### config.mk
export PLATFORM = sky130hd
export DESIGN_NAME = ifetch_byte_assembler
export DESIGN_NICKNAME = d
export VERILOG_FILES = /design/src/rtl/ifetch_byte_assembler.sv
export SDC_FILE = /design/constraint.sdc
export NUM_CORES = 1
export LEC_CHECK = 0
export CORE_AREA = 2 2 126 128
export CTS_BUF_LIST = sky130_fd_sc_hd__clkbuf_16
export DETAILED_ROUTE_END_ITERATION = 8
export DIE_AREA = 0 0 128 130
export PLACE_DENSITY = 0.43
export SLEW_MARGIN = 5
export SYNTH_ARGS = -nofsm -noshare
export SYNTH_HDL_FRONTEND = slang
export SYNTH_HIERARCHICAL = 1
export SYNTH_SLANG_ARGS = --single-unit
### constraint.sdc
create_clock -name clk -period 2.5 [get_ports clk]
set_clock_uncertainty 0.1 [all_clocks]
set_input_delay 0.25 -clock clk [delete_from_list [all_inputs] [get_ports clk]]
set_output_delay 0.25 -clock clk [all_outputs]
set_load 0.03 [all_outputs]
### src/rtl/ifetch_byte_assembler.sv
// ifetch_byte_assembler
//   Fetch stage that sits right after the PC. It takes one byte address and
//   reads four consecutive bytes from a byte-wide synchronous instruction
//   memory with one cycle of read latency. The bytes are assembled
//   little-endian into a 32-bit instruction and handed to decode over
//   valid/ready. A request whose address is not word-aligned never touches
//   memory. Instead it is answered with NOP_INSTR and instr_fault set.
//
// Ports
//   clk, reset              clock; asynchronous active-high reset
//   pc_in, req_valid        fetch request (byte address)
//   req_ready               unit is idle and can take a request this cycle
//   flush                   drop the in-flight fetch or the held instruction
//   mem_en, mem_addr        memory read request (byte address)
//   mem_rdata               memory data, one cycle after mem_en
//   instr_out, instr_pc     assembled instruction and its fetch address
//   instr_fault             misaligned request
//   instr_valid, instr_ready  handshake toward decode

// One captured byte lane. It is cleared on flush so that a discarded fetch
// leaves nothing behind.
module ifetch_byte_lane #(
    parameter int VEC_W = 8
) (
    input  logic             clk,
    input  logic             reset,
    input  logic             clr,
    input  logic             we,
    input  logic [VEC_W-1:0] d,
    output logic [VEC_W-1:0] q
);
    always_ff @(posedge clk or posedge reset) begin
        if (reset)    q <= '0;
        else if (clr) q <= '0;
        else if (we)  q <= d;
    end
endmodule

module ifetch_byte_assembler #(
    parameter int          ADDR_W    = 10,
    parameter logic [31:0] NOP_INSTR = 32'h00000013
) (
    input  logic              clk,
    input  logic              reset,
    input  logic [ADDR_W-1:0] pc_in,
    input  logic              req_valid,
    output logic              req_ready,
    input  logic              flush,
    output logic              mem_en,
    output logic [ADDR_W-1:0] mem_addr,
    input  logic [7:0]        mem_rdata,
    output logic [31:0]       instr_out,
    output logic [ADDR_W-1:0] instr_pc,
    output logic              instr_fault,
    output logic              instr_valid,
    input  logic              instr_ready
);
    localparam int NUM_LANES = 4;
    localparam int VEC_W     = 8;

    typedef enum logic [1:0] {IDLE, ISSUE, DRAIN, HOLD} state_t;

    state_t                                 state_q, state_d;
    logic [ADDR_W-1:0]                      base;
    logic [1:0]                             issue_cnt;
    logic [1:0]                             cap_cnt;
    logic                                   rd_vld;     // mem_rdata carries an issued byte this cycle
    logic                                   issue_vld;
    logic                                   accept;
    logic                                   aligned;
    logic                                   cap_en;
    logic                                   cap_last;
    logic [NUM_LANES-2:0]                   lane_we;
    logic [NUM_LANES-2:0][VEC_W-1:0]        lane_q;

    // reset is included so that req_ready only rises once reset is released.
    assign req_ready = (state_q == IDLE) && !flush && !reset;
    assign accept    = req_valid && req_ready;
    assign aligned   = (pc_in[1:0] == 2'b00);

    assign mem_en    = (state_q == ISSUE);
    assign mem_addr  = base + ADDR_W'(issue_cnt);

    // A read issued in a flush cycle is never marked valid. A byte arriving
    // during a flush cycle is not captured, so late data cannot leak into
    // the next fetch.
    assign issue_vld = mem_en && !flush;
    assign cap_en    = rd_vld && !flush;
    assign cap_last  = cap_en && (cap_cnt == 2'd3);

    // Bytes 0..2 are parked in lanes. Byte 3 is taken straight from
    // mem_rdata on the final edge, so instr_out only ever changes to a
    // complete word.
    for (genvar i = 0; i < NUM_LANES - 1; i++) begin : g_lane
        assign lane_we[i] = cap_en && (cap_cnt == 2'(i));
        ifetch_byte_lane #(.VEC_W(VEC_W)) u_lane (
            .clk   (clk),
            .reset (reset),
            .clr   (flush),
            .we    (lane_we[i]),
            .d     (mem_rdata),
            .q     (lane_q[i])
        );
    end

    always_ff @(posedge clk or posedge reset) begin
        if (reset) state_q <= IDLE;
        else       state_q <= state_d;
    end

    always_comb begin
        state_d = state_q;
        case (state_q)
            IDLE:    if (accept) state_d = aligned ? ISSUE : HOLD;
            ISSUE:   if (issue_cnt == 2'd3) state_d = DRAIN;
            DRAIN:   if (cap_last) state_d = HOLD;
            HOLD:    if (instr_ready) state_d = IDLE;
            default: state_d = IDLE;
        endcase
        // Flush wins over everything, including instr_ready in HOLD.
        if (flush) state_d = IDLE;
    end

    always_ff @(posedge clk or posedge reset) begin
        if (reset) begin
            base        <= '0;
            issue_cnt   <= '0;
            cap_cnt     <= '0;
            rd_vld      <= 1'b0;
            instr_out   <= '0;
            instr_pc    <= '0;
            instr_fault <= 1'b0;
            instr_valid <= 1'b0;
        end else begin
            rd_vld <= issue_vld;
            if (flush) begin
                issue_cnt   <= '0;
                cap_cnt     <= '0;
                instr_valid <= 1'b0;
            end else begin
                if (accept) begin
                    base      <= pc_in;
                    issue_cnt <= '0;
                    cap_cnt   <= '0;
                    if (!aligned) begin
                        instr_out   <= NOP_INSTR;
                        instr_pc    <= pc_in;
                        instr_fault <= 1'b1;
                        instr_valid <= 1'b1;
                    end
                end
                if (issue_vld) issue_cnt <= issue_cnt + 2'd1;
                if (cap_en)    cap_cnt   <= cap_cnt + 2'd1;
                if (cap_last) begin
                    instr_out   <= {mem_rdata, lane_q};
                    instr_pc    <= base;
                    instr_fault <= 1'b0;
                    instr_valid <= 1'b1;
                end
                if (state_q == HOLD && instr_ready) instr_valid <= 1'b0;
            end
        end
    end
endmodule

==> results.py <==
metrics = {
    "sta": {
        "setup_viol": 0,
        "hold_slack_ns": 0.3274,
        "tightest_slew_ns": 0.6232,
        "max_freq_ghz": 0.4255,
        "period_needed_ns": 2.350,
        "rsz0062_at_grt": "no",
        "hold_viol": 0,
        "tns_ns": 0,
        "maxSlewViolCount": 0,
        "timing.final.crit_share_pct": 94.01,
        "slew_headroom_pct": 58.45,
    },
    "logic_synthesis": {
        "synth_most_common_cell": "nand2_1",
        "netlist.area_leader.share_pct": 54.45,
        "syn_nets": 428,
        "yosys_register_bits": 85,
        "synth_cell_types": 40,
        "synth_commonest_cells": "106 x nand2_1, 85 x dfrtp_1, 34 x nor2_1",
        "synth_area_um2": 3906,
        "synth_ff_type": "dfrtp_1",
        "synth-seq-area-share_pct": 54.45,
        "synth_area_leaders": "dfrtp_1 54%, nand2_1 10%, mux2i_1 8.2%, o21ai_0 4.2%, ha_1 3.5%",
        "synth_edf_count": 0,
        "yosys_warnings": 6,
        "yosys.area.top_type": "dfrtp_1",
        "ys_async_sr_fraction_pct": 100.0,
        "synth.avg_cell_area_um2": 9.940,
        "synth_cells": 393,
    },
    "route": {
        "drtIter0Drc": 124,
        "routedWlPerCell_um": 15.72,
        "drt-total-wl_um": 10480,
        "drcViolationCount": 0,
        "first_pass_iters": 4,
        "vias_per_cell": 4.453,
        "num_vias": 2970,
        "antenna_left": 0,
    },
    "placed_design": {
        "dp.cells": 651,
        "placed_area_um2": 4892,
        "place_congestion": 0.7451,
        "io_buffers": 78,
        "dp_hpwl_um": 7325,
    },
    "clock_tree": {
        "cts_tree": "built",
        "cts_hold_buf": 0,
        "cts_buffers": 9,
        "postCtsSetupBuffers": 0,
        "clockBufferDepth": 2,
        "cts_root_buf": "clkbuf_16",
        "clkSlewWorstSetupHoldPaths_ns": 0.06,
        "cts-htree-levels": 3,
        "clk_latency_ns": 0.34,
        "cts_sinks": 85,
    },
    "floorplan": {
        "die_area_um2": 16640,
        "chipWidth_um": 128,
        "rows": 46,
        "core-area_um2": 15420,
        "initial_core_util_pct": 25.32,
        "die_h_um": 130,
        "io_pins": 79,
    },
    "pwr": {
        "p_seq_share_pct": 41.0,
        "total_power_mw": 4.275,
        "net-switching-power_mw": 1.520,
        "p_leak_nw": 2.191,
        "comb_power_share_pct": 30.9,
        "internal_power_mw": 2.755,
        "power_switching_share_pct": 35.55,
        "p_clk_share_pct": 28.1,
        "irDropWorstVdd_v": 0.0002968,
        "pwr_density_cell_nw_per_um2": 834.8,
    },
    "worst_setup_path": {
        "path_cells": "ha_1, a21oi_1, nor2_1, xnor2_1, dlygate4sd2_1",
        "critPathTopFamily": "flip-flops",
        "crit_fanout": 4,
        "r2r_slack_ns": 0.45,
        "cp_data_required_time_ns": 2.15,
        "crit_type": "flop to primary output",
        "crit-reg2reg-launch": "state_q[0]$_DFFE_PP0P_",
        "worst_path_max_delay_cell": "dfrtp_1",
        "critPathArrivalTime_ns": 2.00,
        "cp-start-kind": "flop",
        "worstSetupEndpointType": "primary output",
        "critPathBufInv": 1,
        "startpoint": "base[1]$_DFFE_PP0P_",
        "cpPeakStageDelay_ns": 0.42,
    },
    "grt": {
        "grt_max_degree": 50,
        "grt_pass1_vias": 3128,
        "grt_usage_pct": 13.44,
        "grt_pass1_wl_um": 16960,
        "antenna_found_initial": 0,
        "gr-total-overflow": 0,
    },
    "status": {
        "outcome": "complete, no violations",
    },
    "cells_and_area": {
        "n_antenna_cell": 0,
        "final_cell_count_no_fill": 667,
        "fillers": 1621,
        "fin_area_um2": 5121,
        "nets": 505,
        "syn2layout_area_growth_pct": 31.10,
        "drive_gt1_share_pct": 8.421,
    },
    "flow_run": {
        "drv_cap": 0,
    },
    "hold_path": {
        "hp-class": "primary input to asynchronous set/reset pin",
    },
}
## cells in the final DEF, fill, tap and decap left out, types with 2 or more instances in the layout
cell type          n
buf_4             10
dlygate4sd2_1      4
dfrtp_1           85
inv_1             13
clkinv_1           2
nor2b_1            2
clkdlybuf4s50_1   68
nand2_1          106
clkbuf_16          9
or3_1              2
o21ai_0           33
a31oi_1            2
nand4_1            2
xnor2_1            3
nand3_1            5
a21oi_1            7
clkinv_2           2
nand3b_1           2
xor2_1             5
ha_1              11
clkbuf_2           5
buf_12             2
nor2_1            34
o21ai_1            8
mux2i_1           32
and2_1             3
## metal layers
metal | part of all wire, % | track usage [%] | vias to the layer above
li1 | - | - | 1436
met1 | 48 | 17.86 | 1450
met2 | 45 | 20.76 | 71
met3 | 4.8 | 3.731 | 13
met4 | 1.8 | 5.624 | 0
met5 | 0 | 0 | -
## worst reg2reg max path, delay by kind of cell, from the launching register on
family                     cells  cell delay [ns]
AOI/OAI and AO/OA              1             0.07
adders and majority gates      1             0.34
and+or+nand+nor                2             0.51
buffers and inverters          2             0.32
muxes                          1             0.20
DFF                            1             0.40
## worst paths after layout
kind,to,cells after the start
min reg2reg,instr_out[4]$_DFFE_PP0P_,2
min,g_lane[1].u_lane/q[7]$_DFFE_PP0P_,3
min in group clk,instr_out[4]$_DFFE_PP0P_,2
max in group asynchronous,rd_vld$_DFF_PP0_,4
max,mem_addr[5],5
max reg2reg,instr_pc[2]$_DFFE_PP0P_,7
## timing repair
action | CTS | global route
endpoints found under the setup margin | 9 | 5
hold endpoints to repair | 0 | 0
cloned | 0 | 0
gates resized for setup | 10 | 9
## layout make-up
class / count / area [um^2] / area share (%)
multi-input cells: 273 / 1594 / 31.13
clock buffers: 9 / 225.2 / 4.398
repair buffers: 89 / 855.8 / 16.71
well taps: 192 / 240.2 / 4.691
clock inverters: 7 / 33.78 / 0.6597
flip-flops and latches: 85 / 2127 / 41.53
inverters: 12 / 45.04 / 0.8796
## power by group through the flow
stage	logic [mW]	registers [mW]	clock network (mW)
2_1_floorplan	0.695	1.91	0
3_3_place_gp	1.39	1.78	0
3_5_place_dp	1.40	1.78	0
4_1_cts	1.35	1.76	1.25
5_1_grt	1.43	1.79	1.31
6_report	1.32	1.75	1.20
## stage by stage
stage,setup WS [ns],utilization (%)
after global routing,0.01590,33.20
final,0.1497,33.20
after CTS,0.002427,33.33
after detailed placement,0.1100,31.72
after global placement,0.1114,31.72
after floorplan,0.4963,-
## registers in the layout, indices dropped and copies added (netlist names)
| signal | cells |
|---|---|
| instr_valid | 1 |
| cap_cnt | 2 |
| instr_fault | 1 |
| rd_vld | 1 |
| g_lane.u_lane/q | 24 |
| issue_cnt | 2 |
| state_q | 2 |
| instr_out | 32 |
| instr_pc | 10 |
| base | 10 |
## kinds of logic (layout without fill, tap and decap cells)
group	after synthesis	in the layout	synth area share [%]
flops	85	85	54.45
mux	32	32	8.200
compound gates	55	55	7.911
buf+inv	35	117	4.772
xor+xnor	8	8	1.794
simple gates	166	166	18.83
fa+ha+maj	12	12	4.036
No activity file was read; power rests on OpenSTA's default activity.
